<file path="src/rtl/fase_pkg.sv">
// Shared phase constants, decoder state encoding and the phase-rotate helper.
package fase_pkg;

  localparam int FASE_W = 5;

  localparam logic [FASE_W-1:0] F_IF  = 5'b00001;
  localparam logic [FASE_W-1:0] F_ID  = 5'b00010;
  localparam logic [FASE_W-1:0] F_EX  = 5'b00100;
  localparam logic [FASE_W-1:0] F_MEM = 5'b01000;
  localparam logic [FASE_W-1:0] F_WB  = 5'b10000;

  typedef enum logic [2:0] {
    ST_IDLE      = 3'd0,
    ST_RUN       = 3'd1,
    ST_HALT_PEND = 3'd2,
    ST_HALTED    = 3'd3,
    ST_ERROR     = 3'd4
  } state_t;

  // Expected successor of a phase word; WB wraps back to IF.
  function automatic logic [FASE_W-1:0] fase_rotl(input logic [FASE_W-1:0] v);
    return {v[FASE_W-2:0], v[FASE_W-1]};
  endfunction

endpackage

</file>
<file path="src/rtl/fase_legal_chk.sv">
// Combinational legality check of one phase word against the previous one.
module fase_legal_chk
  import fase_pkg::*;
(
  input  logic [FASE_W-1:0] in_fase,
  input  logic [FASE_W-1:0] prev_q,
  output logic              onehot,
  output logic              succ_ok,
  output logic              is_zero,
  output logic              is_wb
);

  logic [FASE_W-1:0] w_lowered;

  // Clearing the lowest set bit leaves zero only for a single-bit word.
  assign w_lowered = in_fase & (in_fase - 5'd1);
  assign is_zero   = (in_fase == '0);
  assign onehot    = !is_zero && (w_lowered == '0);
  assign succ_ok   = (in_fase == fase_rotl(prev_q));
  assign is_wb     = (in_fase == F_WB);

endmodule

</file>
<file path="src/rtl/fase_decoder.sv">
// Phase-bus consumer: checks one-hot phase words, issues registered stage
// strobes, counts retires and handles halt. Optional: FASE_DECODER_RECOVER_EN.
module fase_decoder
  import fase_pkg::*;
#(
  parameter int PHASES = 5,
  parameter int CNT_W  = 16
) (
  input  logic              clk,
  input  logic              rst,
  input  logic [PHASES-1:0] in_fase,
  input  logic              halt_req,
  output logic [PHASES-1:0] stage_en,
  output logic [CNT_W-1:0]  retire_cnt,
  output logic              halted,
  output logic              fase_err,
  output logic [2:0]        state_o
);

  state_t            r_state;
  logic [PHASES-1:0] r_prev_q;
  logic [PHASES-1:0] r_stage_en;
  logic [CNT_W-1:0]  r_retire_cnt;
  logic              r_halted;
  logic              r_fase_err;

  state_t            w_state_nxt;
  logic [PHASES-1:0] w_stage_nxt;
  logic              w_cnt_inc;
  logic              w_halted_nxt;
  logic              w_err_nxt;
  logic              w_prev_ld;
  logic              w_legal;
  logic              w_onehot;
  logic              w_succ_ok;
  logic              w_is_zero;
  logic              w_is_wb;

  fase_legal_chk u_legal (
    .in_fase (in_fase),
    .prev_q  (r_prev_q),
    .onehot  (w_onehot),
    .succ_ok (w_succ_ok),
    .is_zero (w_is_zero),
    .is_wb   (w_is_wb)
  );

  assign w_legal = w_onehot && w_succ_ok;

`ifdef FASE_DECODER_RECOVER_EN
  assign w_prev_ld = 1'b1;
`else
  // The last good phase stays frozen once the bus has been declared broken.
  assign w_prev_ld = (r_state != ST_ERROR);
`endif

  always_comb begin
    w_state_nxt  = r_state;
    w_stage_nxt  = '0;
    w_cnt_inc    = 1'b0;
    w_halted_nxt = 1'b0;
    w_err_nxt    = r_fase_err;
    case (r_state)
      ST_IDLE: begin
        if (in_fase == F_IF) begin
          w_state_nxt = ST_RUN;
          w_stage_nxt = F_IF;
        end else if (!w_is_zero && !w_onehot) begin
          w_state_nxt = ST_ERROR;
          w_err_nxt   = 1'b1;
        end
      end
      ST_RUN, ST_HALT_PEND: begin
        if (w_legal) begin
          w_stage_nxt = in_fase;
          w_cnt_inc   = w_is_wb;
          // A pending halt latches until WB, even if the request drops.
          if (w_is_wb && (r_state == ST_HALT_PEND || halt_req))
            w_state_nxt = ST_HALTED;
          else if (halt_req)
            w_state_nxt = ST_HALT_PEND;
        end else begin
          w_state_nxt = ST_ERROR;
          w_err_nxt   = 1'b1;
        end
      end
      ST_HALTED: begin
        if (!w_legal) begin
          w_state_nxt = ST_ERROR;
          w_err_nxt   = 1'b1;
        end else if (!halt_req) begin
          w_state_nxt = ST_IDLE;
        end else begin
          w_halted_nxt = 1'b1;
        end
      end
      ST_ERROR: begin
`ifdef FASE_DECODER_RECOVER_EN
        if (in_fase == F_IF) begin
          w_state_nxt = ST_RUN;
          w_stage_nxt = F_IF;
          w_err_nxt   = 1'b0;
        end
`endif
      end
      default: begin
        w_state_nxt = ST_IDLE;
      end
    endcase
  end

  always_ff @(posedge clk or negedge rst) begin
    if (!rst) begin
      r_state      <= ST_IDLE;
      r_prev_q     <= '0;
      r_stage_en   <= '0;
      r_retire_cnt <= '0;
      r_halted     <= 1'b0;
      r_fase_err   <= 1'b0;
    end else begin
      r_state    <= w_state_nxt;
      r_stage_en <= w_stage_nxt;
      r_halted   <= w_halted_nxt;
      r_fase_err <= w_err_nxt;
      if (w_prev_ld)
        r_prev_q <= in_fase;
      if (w_cnt_inc)
        r_retire_cnt <= r_retire_cnt + CNT_W'(1);
    end
  end

  assign stage_en   = r_stage_en;
  assign retire_cnt = r_retire_cnt;
  assign halted     = r_halted;
  assign fase_err   = r_fase_err;
  assign state_o    = r_state;

endmodule

</file>
<file path="config.mk">
export PLATFORM = sky130hd
export DESIGN_NAME = fase_decoder
export DESIGN_NICKNAME = d
export VERILOG_FILES = /design/src/rtl/fase_pkg.sv /design/src/rtl/fase_legal_chk.sv /design/src/rtl/fase_decoder.sv
export SDC_FILE = /design/constraint.sdc
export NUM_CORES = 1
export LEC_CHECK = 0
export ABC_CLOCK_PERIOD_IN_PS = 1880
export CORE_ASPECT_RATIO = 1.75
export CORE_MARGIN = 2
export CORE_UTILIZATION = 30
export DETAILED_ROUTE_END_ITERATION = 10
export PLACE_DENSITY = 0.59
export SYNTH_ARGS = -nofsm -noshare
export SYNTH_HDL_FRONTEND = slang
export SYNTH_SLANG_ARGS = --single-unit
</file>
<file path="constraint.sdc">
create_clock -name clk -period 1.88 [get_ports clk]
set_input_delay 0.376 -clock clk [delete_from_list [all_inputs] [get_ports clk]]
set_output_delay 0.376 -clock clk [all_outputs]
set_load 0.1 [all_outputs]
</file>
[Word level (Yosys, flattened, before mapping)]
Cells that the tools add are included.
Operators by class
  add/sub/neg operators: 2
  eq/ne operators: 14
  muxes and demuxes: 20
  bitwise operators: 2
  reductions and logical operators: 15
Operator list (count)
  3-bit 2-to-1 mux: 7
  16-bit by 1-bit adder with 16-bit output, second input constant: 1
  3-bit case mux with 4 select lines: 1
  5-bit logical NOT: 2
  5-bit case mux with 2 select lines: 1
  1-bit 2-to-1 mux: 9
  3-bit != test, second input constant: 3
  4-bit AND reduction: 2
  3-bit by 2-bit equality test with 1-bit output, second input constant: 2
  2-bit != test, second input constant: 3
  5-bit bitwise AND: 1
  5-bit by 1-bit equality test with 1-bit output, second input constant: 1
  5-bit equality test: 1
  5-bit equality test, second input constant: 1
  5-bit 2-to-1 mux: 1
  5-bit by 1-bit subtractor with 5-bit output, second input constant: 1
  1-bit logical AND: 4
  4-bit != test, second input constant: 1
  3-bit by 1-bit equality test with 1-bit output, second input constant: 1
  3-bit equality test, second input constant: 1
  3-bit logical NOT: 1
  3-bit OR reduction: 1
  1-bit logical NOT: 2
  1-bit case mux with 2 select lines: 1
  other kinds (4): 4
Word-level totals
  register bits: 31
  output and inout bits: 26
  word-level logic and storage cells: 59

[Longest topological paths before layout]
Gate-level depths: netlist (run 1).
  depth after elaboration: 9
  depth in mapped cells: 6
  mapped depth without buffers: 5

[Hierarchy]
From an unflattened synthesis (run 1), not the netlist that was laid out.
Unflattened totals
  cell total of the unflattened synthesis: 141
  area, all modules: 1525.2 um^2
Modules (own cells, without submodules)
  fase_decoder: instances 1, cells each 121, area each 1393.8 um^2, seq. area each 775.7 um^2
  fase_legal_chk: instances 1, cells each 20, area each 131.4 um^2, seq. area each 0.0 um^2

[Worst setup path after synthesis (run 1)]
OpenSTA, ideal clock, no wires.
  path kind: reg2reg
  from: register r_state[0] (netlist: state_o[0])
  to: register r_retire_cnt[15] (netlist: retire_cnt[15])
  library setup time: 0.161 ns
  arrival: 2.205 ns
  required time: 1.719 ns
  path slack: -0.486 ns
  cell stages (with the launch flop): 7
  buffers on the path: 1
  clock period less this slack: 2.366 ns
  path through: dfrtp_1 buf_2 xnor2_1 nor3_1 nand4_4 nor4_2 xor2_1
On the way
  word-level cells in the longest chain between the ends: 3
  elaborated cells between the ends (all ways): 4
  classes of those cells: eq/ne: 2; mux: 1; reduce/logical: 1
RTL lines
  start, declared: RTL line fase_decoder.sv:20  | state_t r_state;
  start signal, assigned: RTL line fase_decoder.sv:121  | r_state <= w_state_nxt;
  3-bit by 2-bit equality test with 1-bit output or 3-bit by 1-bit equality test with 1-bit output (tied branches): RTL line fase_decoder.sv:63  | case (r_state)
  2-bit OR reduction *: RTL line fase_decoder.sv:63
  1-bit 2-to-1 mux *: RTL line fase_decoder.sv:63
  end signal, assigned: RTL line fase_decoder.sv:128  | r_retire_cnt <= r_retire_cnt + CNT_W'(1);
  end, declared: RTL line fase_decoder.sv:23  | logic [CNT_W-1:0] r_retire_cnt;
Mark *: on every way between the ends. The rest lies on a longest branch, timed or not.
A chain may end at the register's enable or synchronous reset.

[Final worst setup path (run 1)]
  from: input port in_fase[0]
  to: register r_retire_cnt[15] (netlist: retire_cnt[15])
On the way
  word-level cells in the longest chain between the ends: 7
  elaborated cells between the ends (all ways): 11
  classes of those cells: add/sub: 1; eq/ne: 2; mux: 2; bitwise: 1; reduce/logical: 5
RTL lines
  start, declared: RTL line fase_decoder.sv:11  | input logic [PHASES-1:0] in_fase,
  5-bit by 1-bit subtractor with 5-bit output: RTL line fase_legal_chk.sv:16  | assign w_lowered = in_fase & (in_fase - 5'd1);
  5-bit bitwise AND: RTL line fase_legal_chk.sv:16
  5-bit logical NOT: RTL line fase_legal_chk.sv:18  | assign onehot = !is_zero && (w_lowered == '0);
  1-bit logical AND: RTL line fase_legal_chk.sv:18
  1-bit logical AND: RTL line fase_decoder.sv:48  | assign w_legal = w_onehot && w_succ_ok;
  1-bit 2-to-1 mux *: RTL line fase_decoder.sv:74  | if (w_legal) begin
  1-bit 2-to-1 mux *: RTL line fase_decoder.sv:63
Marks and branches as above.

==> results.txt, run 1 <==
----------------------------------------------------
[Worst setup path]
  Top cell family by delay on the critical path ... compound AO/OA/AOI/OAI gates
  Worst Reg2Reg Path Length in Cells ... 5
  CP max stage cell ... a2111o_1
  Reg-to-Reg Start ... state_o[0]
  Maximum fanout count along the critical path ... 7
  Buffer and inverter count on the worst path ... 2
  Arrival time of the worst setup path ... 2000 ps
  Critical Path Sink Type ... register
  Max incr delay on CP ... 460 ps
  Critical Setup Path Class ... input port to register
  Reg-to-reg slack, setup ... 150 ps
  Critical Path End ... retire_cnt[15]
  Chain of cells forming the critical path ... dlygate4sd2_1 -> a2111o_1 -> o31ai_4 -> buf_12 -> nand4_4 -> nor4_4 -> xor2_1
  Worst path required time ... ~2100 ps
  Cell count along the critical path ... 7
  CP Launch Type ... input port
  CP Launch Point ... in_fase[0]
  Endpoint of the worst register-to-register path ... retire_cnt[12]

[Synth]
  Number of instances in the synthesized netlist ... 135
  Netlist area before placement ... 1550 µm²
  Number of nets produced by synthesis ... 144
  Average instance area after synthesis ... 11.5 µm²
  Share of the yosys chip area belonging to registers ... between 40 and 50%
  Share of synthesized registers carrying an async set or reset ... 100%
  Number of distinct library cell variants in the gate-level netlist after synthesis ... 35
  EDFF count, synth ... 0
  FF+latch count, synth ... 31
  Count of warnings emitted by yosys ... 0
  Dominant register cell in the synthesized netlist ... dfrtp_1

[STA]
  Achievable clock frequency ... 0.557 GHz
  Fin crit share ... 95.5%
  Clock Skew ... roughly 6.5 ps
  Tightest hold margin ... 398 ps
  Number of slew-limit violations in the final report ... 0
  Clock period minus final worst setup slack ... 1800 ps
  Hold Violations, Final ... 0
  Slew at the pin with the worst max-slew slack ... 404 ps
  Relative max-transition margin ... around three quarters
  Total of endpoints with negative setup slack in the final report ... 0

[Finish]
  Commonest cells after routing, fill and taps aside ... 25 x buf_4, 23 x buf_12, 16 x xor2_1, 16 x dfrtp_1, 13 x dfrtp_2
  Antenna Diode Count ... 0
  Fillcell total ... approximately 450
  Most frequent standard cell in the layout excluding fill and tap cells ... buf_4
  Final cell area excluding filler cells ... between 2000 and 2500 µm²
  Share of post-route cells with drive strength above 1 ... 49.5%
  Growth of design area from synthesis to finish ... 59.8%
  Number of nets in the layout ... between 200 and 250

[Drt]
  DRC violation count after routing ... 0
  Final ANT Viol Nets ... 0
  Post-detailed-route via-to-cell ratio ... 4.93
  First drt pass iteration count ... 4
  Via count ... 1232
  Routed Wire Length ... 3690 µm
  Initial drt markers ... 40
  Average wire length per cell after detail routing ... approximately 15 µm

[Run status]
  Result of the run ... finished clean

[Die]
  Initial core utilization ... 31.2%
  Site Rows ... 34
  Floorplan die height ... 99.2 µm
  Die ar. ... 5790 µm²
  Count of boundary I/O pins ... 34
  Core area ... 4980 µm²
  Overall die width ... a little under 60 µm

[Placed design]
  Placer Congestion ... 0.813
  Area after detailed placement ... about 2300 µm²
  Detailed-placement wirelength estimate ... 2830 µm
  Port Buf Inserts ... 33

[Clocking]
  Clk buf depth ... 2
  TritonCTS clock tree ... yes
  Later-pin clock latency in the skew report ... ~270 ps
  Number of clock buffers inserted by TritonCTS ... 5
  H-tree depth ... 2
  Clock slew at reported path FFs ... around 60 ps
  Clock root buffer master ... clkbuf_8
  CTS sink cnt ... 31

[Power]
  Max rail drop VDD ... 512 µV
  Switching part of the total ... 28.3%
  Part of the power in registers ... between 40% and 50%
  Leakage ... 1.11 nW
  Net switching power of the design ... 0.472 mW
  Total design power ... 1.67 mW
  Ratio of total power to cell area ... 673 nW/µm²
  Cell-internal power ... around 1.2 mW
  Combinational group share of total power ... 24.9%
  Clock power frac ... 28.9%

[Job]
  Max-cap violations ... 0

[Global routing]
  Number of antenna violations at the first check in global routing ... 0
  Pin count of the biggest net entering global routing ... 32
  Remaining global-route overflow ... 0
  Overall fraction of global-route tracks in use ... 13.9%
  Global-route wire length before repair ... around 6000 µm
  Vias in the first global route ... 1328

[Min path]
  Class of the tightest hold or removal check ... input port to register

----------------------------------------------------
power groups by stage:
| stage | registers [mW] | clock network, mW | logic (mW) |
|---|---|---|---|
| global placement | 0.780 | 0 | 0.348 |
| floorplan | 0.805 | 0 | 0.179 |
| CTS | 0.770 | 0.506 | 0.387 |
| detailed placement | 0.783 | 0 | 0.358 |
| global route | 0.775 | 0.538 | 0.448 |
| finish | 0.772 | 0.482 | 0.415 |
cell families (layout without fill, tap and decap cells):
group	after synthesis	count (layout)	share of synthesized area, %
AND/OR/NAND/NOR	55	56	23.5
flip-flops	31	31	50.0
XOR/XNOR	21	21	11.8
buffers and inverters	11	71	3.30
AO/OA/AOI/OAI	8	8	4.84
multiplexers	7	7	5.00
adder cells (fa/ha/maj)	2	2	1.53
per-layer routing:
layer  share of wire [%]  track usage [%]
met5                   0                0
met4                 1.7             5.72
met3                 4.2             3.12
met2                  58             25.9
met1                  36             14.3
state kept, by name, indices dropped and copies added (netlist names):
register / flops
retire_cnt: 16
r_prev_q: 5
stage_en: 5
state_o: 3
fase_err: 1
halted: 1
per-stage QoR:
stage	std cells	TNS [ps]	utilization, %	setup slack, ps
2_1_floorplan	135	0	-	18.3
3_3_place_gp	236	-9050	46.6	-437
3_5_place_dp	236	-10840	46.6	-526
4_1_cts	248	0	49.6	8.45
5_1_grt	250	-6.61	49.8	-6.61
6_report	250	0	49.8	84.7
Yosys cell counts (2+ instances only):
cell / count / share of area (%)
nor4_2: 3 / 2.4
nand2_1: 7 / 1.7
nand4_4: 2 / 2.7
xnor2_1: 5 / 2.8
xor2_1: 16 / 9.0
buf_2: 2 / 0.64
nor3_1: 7 / 2.3
or4_1: 2 / 0.97
nand4_1: 2 / 0.81
nand3_1: 3 / 0.97
and2_1: 4 / 1.6
dfrtp_1: 31 / 50
nor4_1: 2 / 0.81
or2_1: 2 / 0.81
mux2_2: 6 / 4.4
a21oi_1: 2 / 0.64
inv_1: 7 / 1.7
nor2_1: 13 / 3.1
nor3_2: 3 / 1.9
cell type report:
class,count,area (µm²),area share (%)
Clock buffer,8,80.1,3.23
Inverter,7,26.3,1.06
Multi-Input combinational cell,94,791,31.9
Sequential cell,31,800,32.2
Tap cell,54,67.6,2.72
Timing Repair Buffer,56,717,28.9
worst min path at each step:
| stage | start | endpoint | cells after the start |
|---|---|---|---|
| 2_1_floorplan | rst | fase_err | 0 |
| 3_3_place_gp | retire_cnt[11] | retire_cnt[11] | 1 |
| 3_5_place_dp | r_prev_q[0] | r_prev_q[0] | 1 |
| 4_1_cts | rst | retire_cnt[8] | 2 |
| 5_1_grt | in_fase[3] | stage_en[3] | 2 |
| 6_report | in_fase[3] | stage_en[3] | 2 |
timing repair:
action | in CTS | in global routing
setup buffers | 3 | 2
pin swaps | 11 | 7
cloned | 1 | 0
resized for setup | 14 | 5
endpoints found under the setup margin | 25 | 8
hold buffers | 0 | 0
(Power assumes the default switching activity.)
==> inputs of run 2 (changes only) <==
Settings changed: CORE_MARGIN 2 to default.
==> run 2 against run 1 <==
Final area increased by 2.6%. Largest power group unchanged. Core utilization increased by 1.3 points. Clock-buffer cell count unchanged. Cell count increased by 0.80%. Maximum frequency increased by 0.14%. Critical endpoint unchanged. Hold slack improved by 97 ps. Critical path type unchanged. Worst setup slack improved by 2.5 ps. Largest cell class is now multi-input combinational cells. Die area decreased by 5.4%. Total power increased by 7.6%. Sequential power about the same. Sequential share of layout area decreased by 0.82 points.
==> results.txt, run 2 (synthesis results as in run 1) <==
----------------------------------------------------
[Min path]
  Class of the tightest hold or removal check ... input port to async pin

[Worst setup path]
  Chain of cells forming the critical path ... dlygate4sd2_1 -> buf_4 -> xor2_1 -> nor2_2 -> buf_4 -> nand4_4 -> nor4_4 -> xor2_1
  CP max stage cell ... nor4_4
  Critical Path Sink Type ... register
  Maximum fanout count along the critical path ... 7
  Critical Setup Path Class ... input port to register
  Reg-to-reg slack, setup ... 150 ps
  Worst path required time ... 2090 ps
  Arrival time of the worst setup path ... 2000 ps
  Worst Reg2Reg Path Length in Cells ... 5
  CP Launch Type ... input port
  Endpoint of the worst register-to-register path ... retire_cnt[14]
  Max incr delay on CP ... slightly above 300 ps
  Reg-to-Reg Start ... retire_cnt[7]

[STA]
  Hold Violations, Final ... 0
  Number of slew-limit violations in the final report ... 0
  Clock Skew ... 2.46 ps
  Setup repair after global routing missed its margin ... false
  Achievable clock frequency ... 0.558 GHz
  Tightest hold margin ... 495 ps
  Clock period minus final worst setup slack ... 1790 ps
  Fin crit share ... 95.4%
  Slew at the pin with the worst max-slew slack ... a little under 500 ps
  Total of endpoints with negative setup slack in the final report ... 0
  Relative max-transition margin ... 67.3%

[Finish]
  Growth of design area from synthesis to finish ... 64.0%
  Max reg flops ... 16
  Number of nets in the layout ... just over 200
  Antenna Diode Count ... 0
  Non-filler cells, final ... between 200 and 300
  Share of post-route cells with drive strength above 1 ... a little over half
  Commonest cells after routing, fill and taps aside ... 24 x buf_4, 22 x buf_12, 16 x xor2_1, 16 x dfrtp_1, 13 x dfrtp_2
  Most frequent standard cell in the layout excluding fill and tap cells ... buf_4
  Fillcell total ... 443
  Post-route core utilization ... 51.2%

[Clocking]
  Number of clock buffers inserted by TritonCTS ... 5
  TritonCTS clock tree ... yes
  CTS Hold Bufs ... 0
  H-tree depth ... 2
  Clk buf depth ... 2
  Clock slew at reported path FFs ... 60 ps
  Later-pin clock latency in the skew report ... 280 ps
  Clock root buffer master ... clkbuf_8
  CTS sink cnt ... 31

[Drt]
  Average wire length per cell after detail routing ... 14.8 µm
  Final ANT Viol Nets ... 0
  Via count ... 1255
  Post-detailed-route via-to-cell ratio ... between 4 and 5
  DRC violation count after routing ... 0
  First drt pass iteration count ... 4
  Initial drt markers ... 38
  Routed Wire Length ... 3720 µm

[Global routing]
  Overall fraction of global-route tracks in use ... 14.7%
  Remaining global-route overflow ... 0
  Pin count of the biggest net entering global routing ... 32
  Vias in the first global route ... around 1400
  Number of antenna violations at the first check in global routing ... 0
  Global-route wire length before repair ... between 6000 and 7000 µm

[Die]
  Count of boundary I/O pins ... 34
  Site Rows ... 34
  Initial core utilization ... 31.2%
  Floorplan die height ... 97.2 µm
  Overall die width ... 56.4 µm
  Die ar. ... 5480 µm²
  Core area ... 4980 µm²

[Placed design]
  Number of cells after detailed placement ... between 200 and 250
  Port Buf Inserts ... 33
  Detailed-placement wirelength estimate ... 2690 µm
  Placer Congestion ... about 0.78

[Job]
  Max-cap violations ... 0

[Run status]
  Result of the run ... finished clean

[Power]
  Clock power frac ... 32.2%
  Net switching power of the design ... 0.522 mW
  Part of the power in registers ... a little over two fifths
  Cell-internal power ... 1.27 mW
  Switching part of the total ... 29.1%
  Max rail drop VDD ... 594 µV
  Ratio of total power to cell area ... 705 nW/µm²
  Total design power ... approximately 1.8 mW
  Leakage ... 1.13 nW
  Combinational group share of total power ... between 20% and 30%

----------------------------------------------------
run 2: cell count changes in the layout (fill, tap and decap cells not counted), sizes merged:
| cell | before | now |
|---|---|---|
| buf | 49 | 51 |
| clkbuf | 10 | 9 |
| clkdlybuf4s15 | 1 | 2 |
run 2: area by class of cell:
type / instances / area, µm² / area share (%)
repair buffers: 58 / 739 / 29.0
inverters: 7 / 26.3 / 1.03
well taps: 54 / 67.6 / 2.65
flip-flops and latches: 31 / 800 / 31.4
multi-input cells: 94 / 813 / 31.9
clock buffers: 8 / 100 / 3.93
run 2: worst max-delay path by stage:
stage,start,end,slack [ps],cells after the start
after CTS,in_fase[4],retire_cnt[0],30,9
after global placement,in_fase[3],retire_cnt[15],-470,7
after global routing,in_fase[3],retire_cnt[15],20,8
after floorplan,state_o[0],retire_cnt[15],20,6
final,in_fase[0],retire_cnt[15],90,8
after detailed placement,in_fase[3],stage_en[0],-540,7
run 2: worst max-delay path: cells and delay by family:
family                 cells  cell delay (ps)
buffers and inverters      3              620
XOR/XNOR                   2              330
AND/OR/NAND/NOR            3              660
run 2: timing repair:
item | 4_1_cts | 5_1_grt
setup endpoints to repair | 25 | 15
resized for setup | 18 | 8
setup buffers | 6 | 3
pin swaps | 13 | 5
cloned | 1 | 0
run 2: power by group through the flow:
stage | Sequential (mW) | Clock (mW) | Combinational (mW)
3_5_place_dp | 0.784 | 0 | 0.351
2_1_floorplan | 0.805 | 0 | 0.179
5_1_grt | 0.778 | 0.620 | 0.476
3_3_place_gp | 0.779 | 0 | 0.340
4_1_cts | 0.772 | 0.595 | 0.420
6_report | 0.773 | 0.579 | 0.444
run 2: through the flow:
stage | setup slack (ps) | TNS [ps] | area, µm²
after floorplan | 18.3 | 0 | 1590
after global placement | -469 | -10040 | 2290
after detailed placement | -540 | -11640 | 2290
after CTS | 33.4 | 0 | 2500
after global routing | 20.1 | 0 | 2550
final | 87.2 | 0 | 2550
run 2: per-layer routing:
layer  vias up  routed length, µm  track usage, %
met2        38               2120            27.7
met3        10                155            3.33
li1        587                  -               -
met5         -                  0               0
met1       620               1340            14.4
met4         0                109            7.50
==> inputs of run 3 (changes only) <==
Settings changed: CORE_UTILIZATION 30 to 38, CTS_BUF_LIST from default to sky130_fd_sc_hd__clkbuf_8, PLACE_DENSITY 0.59 to 0.7.
==> run 3 against run 2 <==
Worst setup slack got worse by 3.4 ps. First-iteration DRC count decreased by 42%. Clock skew is 2.7 ps higher. Register-to-register slack got worse by 40 ps. Global-route usage rose by 5.5 points. Highest routed layer unchanged.
==> results.txt, run 3 (synthesis results as in run 1) <==
----------------------------------------------------
[Clocking]
  TritonCTS clock tree ... yes
  Number of clock buffers inserted by TritonCTS ... 5
  Clock root buffer master ... clkbuf_8
  Clock slew at reported path FFs ... 60 ps
  Later-pin clock latency in the skew report ... 270 ps
  Clk buf depth ... 2
  CTS sink cnt ... 31
  H-tree depth ... 2

[Min path]
  Class of the tightest hold or removal check ... input port to async pin

[Die]
  Core area ... just under 4000 µm²
  Count of boundary I/O pins ... 34
  Floorplan die height ... 86.6 µm
  Die ar. ... between 4000 and 5000 µm²
  Initial core utilization ... 39.8%
  Overall die width ... about 50 µm
  Site Rows ... 30

[STA]
  Setup repair after global routing missed its margin ... true
  Hold Violations, Final ... 0
  Total of endpoints with negative setup slack in the final report ... 0
  Tightest hold margin ... 496 ps
  Clock Skew ... 5.21 ps
  Number of slew-limit violations in the final report ... 0
  Achievable clock frequency ... 0.557 GHz
  Fin crit share ... 95.5%
  Relative max-transition margin ... 68.0%
  Clock period minus final worst setup slack ... 1800 ps
  Slew at the pin with the worst max-slew slack ... approximately 480 ps

[Power]
  Ratio of total power to cell area ... 654 nW/µm²
  Leakage ... around 1.1 nW
  Max rail drop VDD ... ~750 µV

[Worst setup path]
  Critical Path Sink Type ... register
  Maximum fanout count along the critical path ... 5
  Arrival time of the worst setup path ... 2010 ps
  Top cell family by delay on the critical path ... simple AND/OR/NAND/NOR gates
  Critical Setup Path Class ... input port to register
  CP Launch Point ... in_fase[0]
  Max incr delay on CP ... 470 ps
  Reg-to-reg slack, setup ... 110 ps
  Worst Reg2Reg Path Length in Cells ... 5
  CP Launch Type ... input port
  Chain of cells forming the critical path ... dlygate4sd2_1 -> a2111o_1 -> o31ai_4 -> buf_6 -> nand3_4 -> nor3_2 -> and4_1
  Worst path required time ... 2090 ps
  Buffer and inverter count on the worst path ... 2
  Endpoint of the worst register-to-register path ... retire_cnt[12]
  Reg-to-Reg Start ... state_o[0]
  CP max stage cell ... a2111o_1

[Drt]
  Post-detailed-route via-to-cell ratio ... ~5.2
  Final ANT Viol Nets ... 0
  First drt pass iteration count ... 4
  Routed Wire Length ... just under 4000 µm
  Initial drt markers ... 22
  Average wire length per cell after detail routing ... 15.7 µm
  Via count ... approximately 1300
  DRC violation count after routing ... 0

[Placed design]
  Port Buf Inserts ... 33
  Detailed-placement wirelength estimate ... 2800 µm
  Area after detailed placement ... 2360 µm²
  Placer Congestion ... 0.862

[Global routing]
  Global-route wire length before repair ... 6430 µm
  Pin count of the biggest net entering global routing ... 32
  Number of antenna violations at the first check in global routing ... 0
  Overall fraction of global-route tracks in use ... 20.2%
  Vias in the first global route ... 1381
  Remaining global-route overflow ... 0

[Finish]
  Max reg flops ... 16
  Final cell area excluding filler cells ... 2530 µm²
  Footprint of the multi-input gates ... between 700 and 800 µm²
  Most frequent standard cell in the layout excluding fill and tap cells ... buf_12
  Commonest cells after routing, fill and taps aside ... 25 x buf_12, 23 x buf_4, 16 x xor2_1, 16 x dfrtp_1, 13 x dfrtp_2
  Fillcell total ... 297
  Number of nets in the layout ... between 200 and 250
  Register Area ... 800 µm²
  Share of post-route cells with drive strength above 1 ... 49.5%
  Growth of design area from synthesis to finish ... 63.2%
  Antenna Diode Count ... 0

[Job]
  Max-cap violations ... 0

[Run status]
  Result of the run ... finished clean

----------------------------------------------------
## run 3: layout make-up
cell class	instances	area share, %
inverter	7	1.04
multi-input combinational	94	31.4
timing repair buffer	58	30.4
sequential	31	31.6
clock buffer	5	2.72
clock inverter	3	0.494
tap	48	2.37
## run 3: stage by stage
step / instances / setup slack [ps] / power (mW) / util, % / setup TNS [ps]
global placement: 233 / -435 / 1.12 / 60.4 / -9180
global route: 246 / -5.46 / 1.73 / 64.9 / -6.54
floorplan: 135 / 18.3 / 0.984 / - / 0
finish: 246 / 83.7 / 1.66 / 64.9 / 0
detailed placement: 233 / -493 / 1.14 / 60.4 / -10550
CTS: 246 / 96.6 / 1.66 / 64.8 / 0
## run 3: repair_timing
item / in CTS / in global routing
buffers inserted: 4 / 0
hold buffers: 0 / 0
setup endpoints to repair: 25 / 2
resized for setup: 15 / 1
pin swaps: 6 / 0
gates cloned: 1 / 0
## run 3: power by group
group          total [mW]  switching, mW  internal, mW
registers           0.773         0.0449         0.728
logic               0.402          0.218         0.184
clock network       0.482          0.233         0.248
## run 3: how the worst max path moves through the flow
| stage | cells after the start | end |
|---|---|---|
| after global routing | 8 | retire_cnt[5] |
| after global placement | 6 | retire_cnt[15] |
| after CTS | 7 | stage_en[1] |
| after floorplan | 6 | retire_cnt[15] |
| final | 7 | halted |
| after detailed placement | 6 | halted |
## run 3: routing by layer
layer / part of all wire [%] / GRT usage, % / vias up
met4: 5.9 / 14.9 / 0
met3: 3.7 / 3.68 / 18
li1: - / - / 588
met5: 0 / 0 / -
met2: 58 / 37.7 / 47
met1: 33 / 18.8 / 629
## run 3: worst register-to-register path, stage by stage (launching register included)
cell and delay, ps:
dfrtp_4 540, xnor2_2 220, nor2_1 300, nand4_4 210, nor3_2 230, xor2_1 190
==> RTL edit 1 (flow settings as in run 3) <==
`r_stage_en` no longer has a reset.
--- a/src/rtl/fase_decoder.sv
+++ b/src/rtl/fase_decoder.sv
@@ -115,3 +115,2 @@
       r_prev_q     <= '0;
-      r_stage_en   <= '0;
       r_retire_cnt <= '0;
@@ -121,3 +120,2 @@
       r_state    <= w_state_nxt;
-      r_stage_en <= w_stage_nxt;
       r_halted   <= w_halted_nxt;
@@ -129,2 +127,6 @@
     end
+  end
+
+  always_ff @(posedge clk) begin
+    r_stage_en <= w_stage_nxt;
   end
Formal check against the unedited RTL: not equivalent (Yosys sat finds a counterexample within 4 cycles, from zero or initial values and one cycle with rst low).
==> RTL edit 1 against run 3 <==
- clock power increased by 1%
- worst setup slack got worse by 0.032 ns
- clock skew decreased by 0.00077 ns
- design area decreased by 3.5%
- wire length decreased by 4.3%
- area after synthesis decreased by 1.6%
- sequential cell count unchanged
- total power about the same
- largest cell class is now multi-input combinational cells
- largest power group unchanged
==> RTL edit 1: results (changes against run 3) <==
Routing
  • Residual DRC: 0 (unchanged)
  • Vias per inst: 5.14 (was 5.21)
  • Routed wirelength normalized by instance count: 15.1 um (was 15.7 um)
  • 1st-iter DRT viols: 21 (was 22)

STA
  • Clock Skew: 0.00444 ns (was 0.00521 ns)
  • Worst hold slack: 0.466 ns (was 0.496 ns)
  • Worst Tran Pin Value: 0.378 ns (was 0.476 ns)

Place
  • Post-DP HPWL: 2650 um (was 2800 um)
  • Routability Congestion: 0.797 (was 0.862)
  • Placed Area: 2270 um2 (was 2360 um2)
  • Post-Place Setup Slack: -0.521 ns (was -0.493 ns)

Critical path
  • R2R Path End: retire_cnt[8] (was retire_cnt[12])
  • Data arrival, critical path: 2.03 ns (was 2.01 ns)
  • Critical path's largest stage delay: 0.34 ns (was 0.47 ns)
  • R2R Setup Slk: 0.18 ns (was 0.11 ns)
  • Largest fanout on the critical path: 4 (was 5)
  • Crit path max-delay cell type: maj3_2 (was a2111o_1)
  • Reg2reg start: state_o[0] (unchanged)

GRT
  • Initial antenna violation count: 0 (unchanged)
  • Global-route wire length before repair: 6090 um (was 6430 um)
  • GRT Util Overall: 0.193 (was 0.202)
  • Largest net degree at the start of global routing: 27 (was 32)

Logic synthesis
  • Part of the Yosys area used for sequential elements: 0.491 (was 0.500)
  • Synth top cells by count: dfrtp_1, xor2_1, nor2_1 (unchanged)
  • Top post-synthesis cells by area: dfrtp_1, xor2_1, dfxtp_1 (was dfrtp_1, xor2_1, mux2_2)
  • Synth cell types: 36 (was 35)
  • Asr flop ratio synth: 0.839 (was 1.00)

Run status
  • Status: completed (unchanged)

Power and ir drop
  • LEAKAGE: 1.10 nW (was 1.12 nW)
  • Sw Ratio: 0.299 (was 0.300)
  • Peak VDD IR: 621 uV (was 747 uV)
[RTL edit 1: what timing repair did]
item,in CTS,in global routing
cloned,1,0
pin swaps,8,5
setup buffers,3,1
gates resized for setup,12,5
setup endpoints to repair,26,5
[RTL edit 1: through the flow]
| step | instances | TNS [ns] | util |
|---|---|---|---|
| after CTS | 245 | 0 | 0.628 |
| after detailed placement | 233 | -9.80 | 0.588 |
| after global routing | 246 | 0 | 0.633 |
| final | 246 | 0 | 0.633 |
| after floorplan | 135 | 0 | - |
| after global placement | 233 | -8.64 | 0.588 |
[RTL edit 1: metal layers]
metal	share of wire	GRT usage
met1	0.36	0.197
met3	0.039	0.0390
met2	0.57	0.359
met4	0.023	0.101
met5	0	0
[RTL edit 1: worst register-to-register path, cell delays in order (launching register included)]
cell,delay [ns]
dfrtp_4,0.54
xnor2_2,0.21
nor2_2,0.20
nand4_4,0.17
nor4_4,0.33
xor2_1,0.17
[RTL edit 1: final cells by class]
class                   count  area [um2]
fillers                   292        1420
multi-input cells          94         792
flip-flops and latches     31         774
repair buffers             58         713
clock buffers               5        68.8
well taps                  48        60.1
inverters                   7        26.3
clock inverters             3        11.3
[RTL edit 1: logic make-up after synthesis]
logic type	synth area share
XOR/XNOR	0.120
AO/OA/AOI/OAI	0.0491
flip-flops	0.491
buffers and inverters	0.0336
AND/OR/NAND/NOR	0.239
adder cells (fa/ha/maj)	0.0156
multiplexers	0.0508
[RTL edit 1: worst max path at each step]
stage | start | to | slack [ns] | cells past startpoint
6_report | in_fase[2] | retire_cnt[8] | 0.05 | 7
5_1_grt | in_fase[4] | retire_cnt[8] | 0.01 | 7
4_1_cts | in_fase[3] | state_o[1] | 0.05 | 9
3_5_place_dp | in_fase[3] | halted | -0.52 | 9
3_3_place_gp | in_fase[3] | retire_cnt[8] | -0.42 | 7
2_1_floorplan | state_o[0] | retire_cnt[15] | 0.02 | 6
[RTL edit 1: power groups by stage]
stage	Combinational (mW)	Sequential (mW)	Clock [mW]
after floorplan	0.179	0.804	0
after global placement	0.344	0.775	0
after detailed placement	0.357	0.777	0
after CTS	0.390	0.765	0.504
after global routing	0.429	0.773	0.526
final	0.401	0.765	0.488
==> RTL edit 2 (config.mk and constraints of run 3) <==
Without the edit above. Put one more register stage on the output `retire_cnt`, with the module's reset. The value now appears one clock later. The other outputs are not delayed to match.
--- a/src/rtl/fase_decoder.sv
+++ b/src/rtl/fase_decoder.sv
@@ -132,3 +132,9 @@
   assign stage_en   = r_stage_en;
-  assign retire_cnt = r_retire_cnt;
+  always_ff @(posedge clk or negedge rst) begin
+    if (!rst) begin
+      retire_cnt <= '0;
+    end else begin
+      retire_cnt <= r_retire_cnt;
+    end
+  end
   assign halted     = r_halted;
Check against the original RTL: not equivalent (a bounded check fails within 10 cycles, from zero or initial values and one cycle with rst low).
==> RTL edit 2 against run 3 <==
- wire length is 1.2% lower
- design area is 2.3% higher
- non-clock buffer count is 8 lower
- worst setup slack worse by 0.038 ns
- sequential cell count rose by 16
- area after synthesis grew 22%
- maximum frequency is 2.0% lower
Power is not compared: it rests on default switching activity, and its combinational part moved more than twofold at a synthesized area within 25%.
==> RTL edit 2: results (changes against run 3) <==
Final layout
  • Diodes inserted: 0 (unchanged)
  • Seq/total area: 0.456 (was 0.316)
  • Final #Nets: 211 (was 206)
  • Final Non-Filler Cells: 255 (was 246)
  • Inverters: 4 (was 7)
  • Buffers, non-clock: 50 (was 58)
  • NonClk Buf Share: 0.194 (was 0.304)
  • Multi-input logic area: 708 um2 (was 796 um2)
  • Biggest regs: r_retire_cnt (16), retire_cnt (16)
  • Filler Cell Count: 404 (was 297)
  • Fraction of layout cells with a size suffix above 1: 0.379 (was 0.495)
  • CLK BUF: 6 (was 5)
  • Clk cell area share: 0.0454 (was 0.0321)

Worst hold path
  • HP Class: input pin to asynchronous set/reset pin (unchanged)

Clocking
  • Reg clk slew, reported paths: 0.08 ns (was 0.06 ns)
  • Clk_lat worst skew: 0.29 ns (was 0.27 ns)

Logic synthesis
  • Synth cell types: 34 (was 35)
  • Part of the Yosys area used for sequential elements: 0.621 (was 0.500)
  • Top post-synthesis cells by area: dfrtp_1, xnor2_1, xor2_1 (was dfrtp_1, xor2_1, mux2_2)
  • Syn nets: 158 (was 144)
  • Post-synthesis average cell area: 12.7 um2 (was 11.5 um2)
  • #FFs+latches synth: 47 (was 31)
  • Synth top cells by count: dfrtp_1, xnor2_1, nand2_1 (was dfrtp_1, xor2_1, nor2_1)

Routing
  • Vias per inst: 5.27 (was 5.21)
  • Met2 wire len: 2130 um (was 2230 um)
  • Metal-1 WL: 1400 um (was 1270 um)
  • Met3 WL post-DR: 156 um (was 143 um)
  • DR top layer: met4 (unchanged)
  • Routed wirelength normalized by instance count: 15.0 um (was 15.7 um)
  • 1st-iter DRT viols: 40 (was 22)

GRT
  • GRT Util Overall: 0.162 (was 0.202)
  • Met3 Usage GRT: 0.0312 (was 0.0368)
  • Met1 usage: 0.174 (was 0.188)
  • GR met2 Demand/Resource: 0.294 (was 0.377)
  • Largest net degree at the start of global routing: 28 (was 32)
  • Global-route wire length before repair: 6570 um (was 6430 um)
  • Via count of the first global-routing pass: 1435 (was 1381)

Place
  • Post-Place Setup Slack: -0.519 ns (was -0.493 ns)
  • Routability Congestion: 0.807 (was 0.862)
  • Dpl cells: 241 (was 233)
  • Post-DP HPWL: 2710 um (was 2800 um)
  • Placed Area: 2410 um2 (was 2360 um2)

STA
  • Max-slew headroom: 0.679 (was 0.680)
  • Fin worst setup slack: 0.0462 ns (was 0.0837 ns)
  • Clock Skew: 0.00451 ns (was 0.00521 ns)

Critical path
  • Worst Reg-to-Reg Cells: 6 (was 5)
  • Critical path's largest stage delay: 0.55 ns (was 0.47 ns)
  • Crit path max-delay cell type: or4_4 (was a2111o_1)
  • Data arrival, critical path: 2.06 ns (was 2.01 ns)
  • R2R Setup Slk: 0.14 ns (was 0.11 ns)
  • Reg2reg start: r_prev_q[2] (was state_o[0])
  • R2R Path End: state_o[0] (was retire_cnt[12])

Floorplanning
  • Num tapcells: 52 (was 48)

Run status
  • Status: completed (unchanged)

Power and ir drop
  • LEAKAGE: 1.22 nW
[RTL edit 2: worst min-delay path by stage]
stage                       to  start
2_1_floorplan         fase_err    rst
3_3_place_gp    retire_cnt[15]    rst
3_5_place_dp    retire_cnt[15]    rst
4_1_cts            r_prev_q[3]    rst
5_1_grt        r_retire_cnt[0]    rst
6_report        retire_cnt[13]    rst
[RTL edit 2: timing repair]
action                     CTS  global route
cloned                       1             0
pin swaps                    7             7
resized for setup            9             9
buffers inserted             3             2
setup endpoints to repair   23             3
[RTL edit 2: logic make-up after synthesis]
logic type | synth area share
AO/OA/AOI/OAI | 0.0476
buffers and inverters | 0.0291
adder cells (fa/ha/maj) | 0.0125
AND/OR/NAND/NOR | 0.158
multiplexers | 0.0350
XOR/XNOR | 0.0971
flip-flops | 0.621
[RTL edit 2: stage by stage]
step	hold WS, ns	util
2_1_floorplan	0.0804	-
3_3_place_gp	0.350	0.507
3_5_place_dp	0.366	0.507
4_1_cts	0.0451	0.540
5_1_grt	0.0587	0.546
6_report	0.0346	0.546
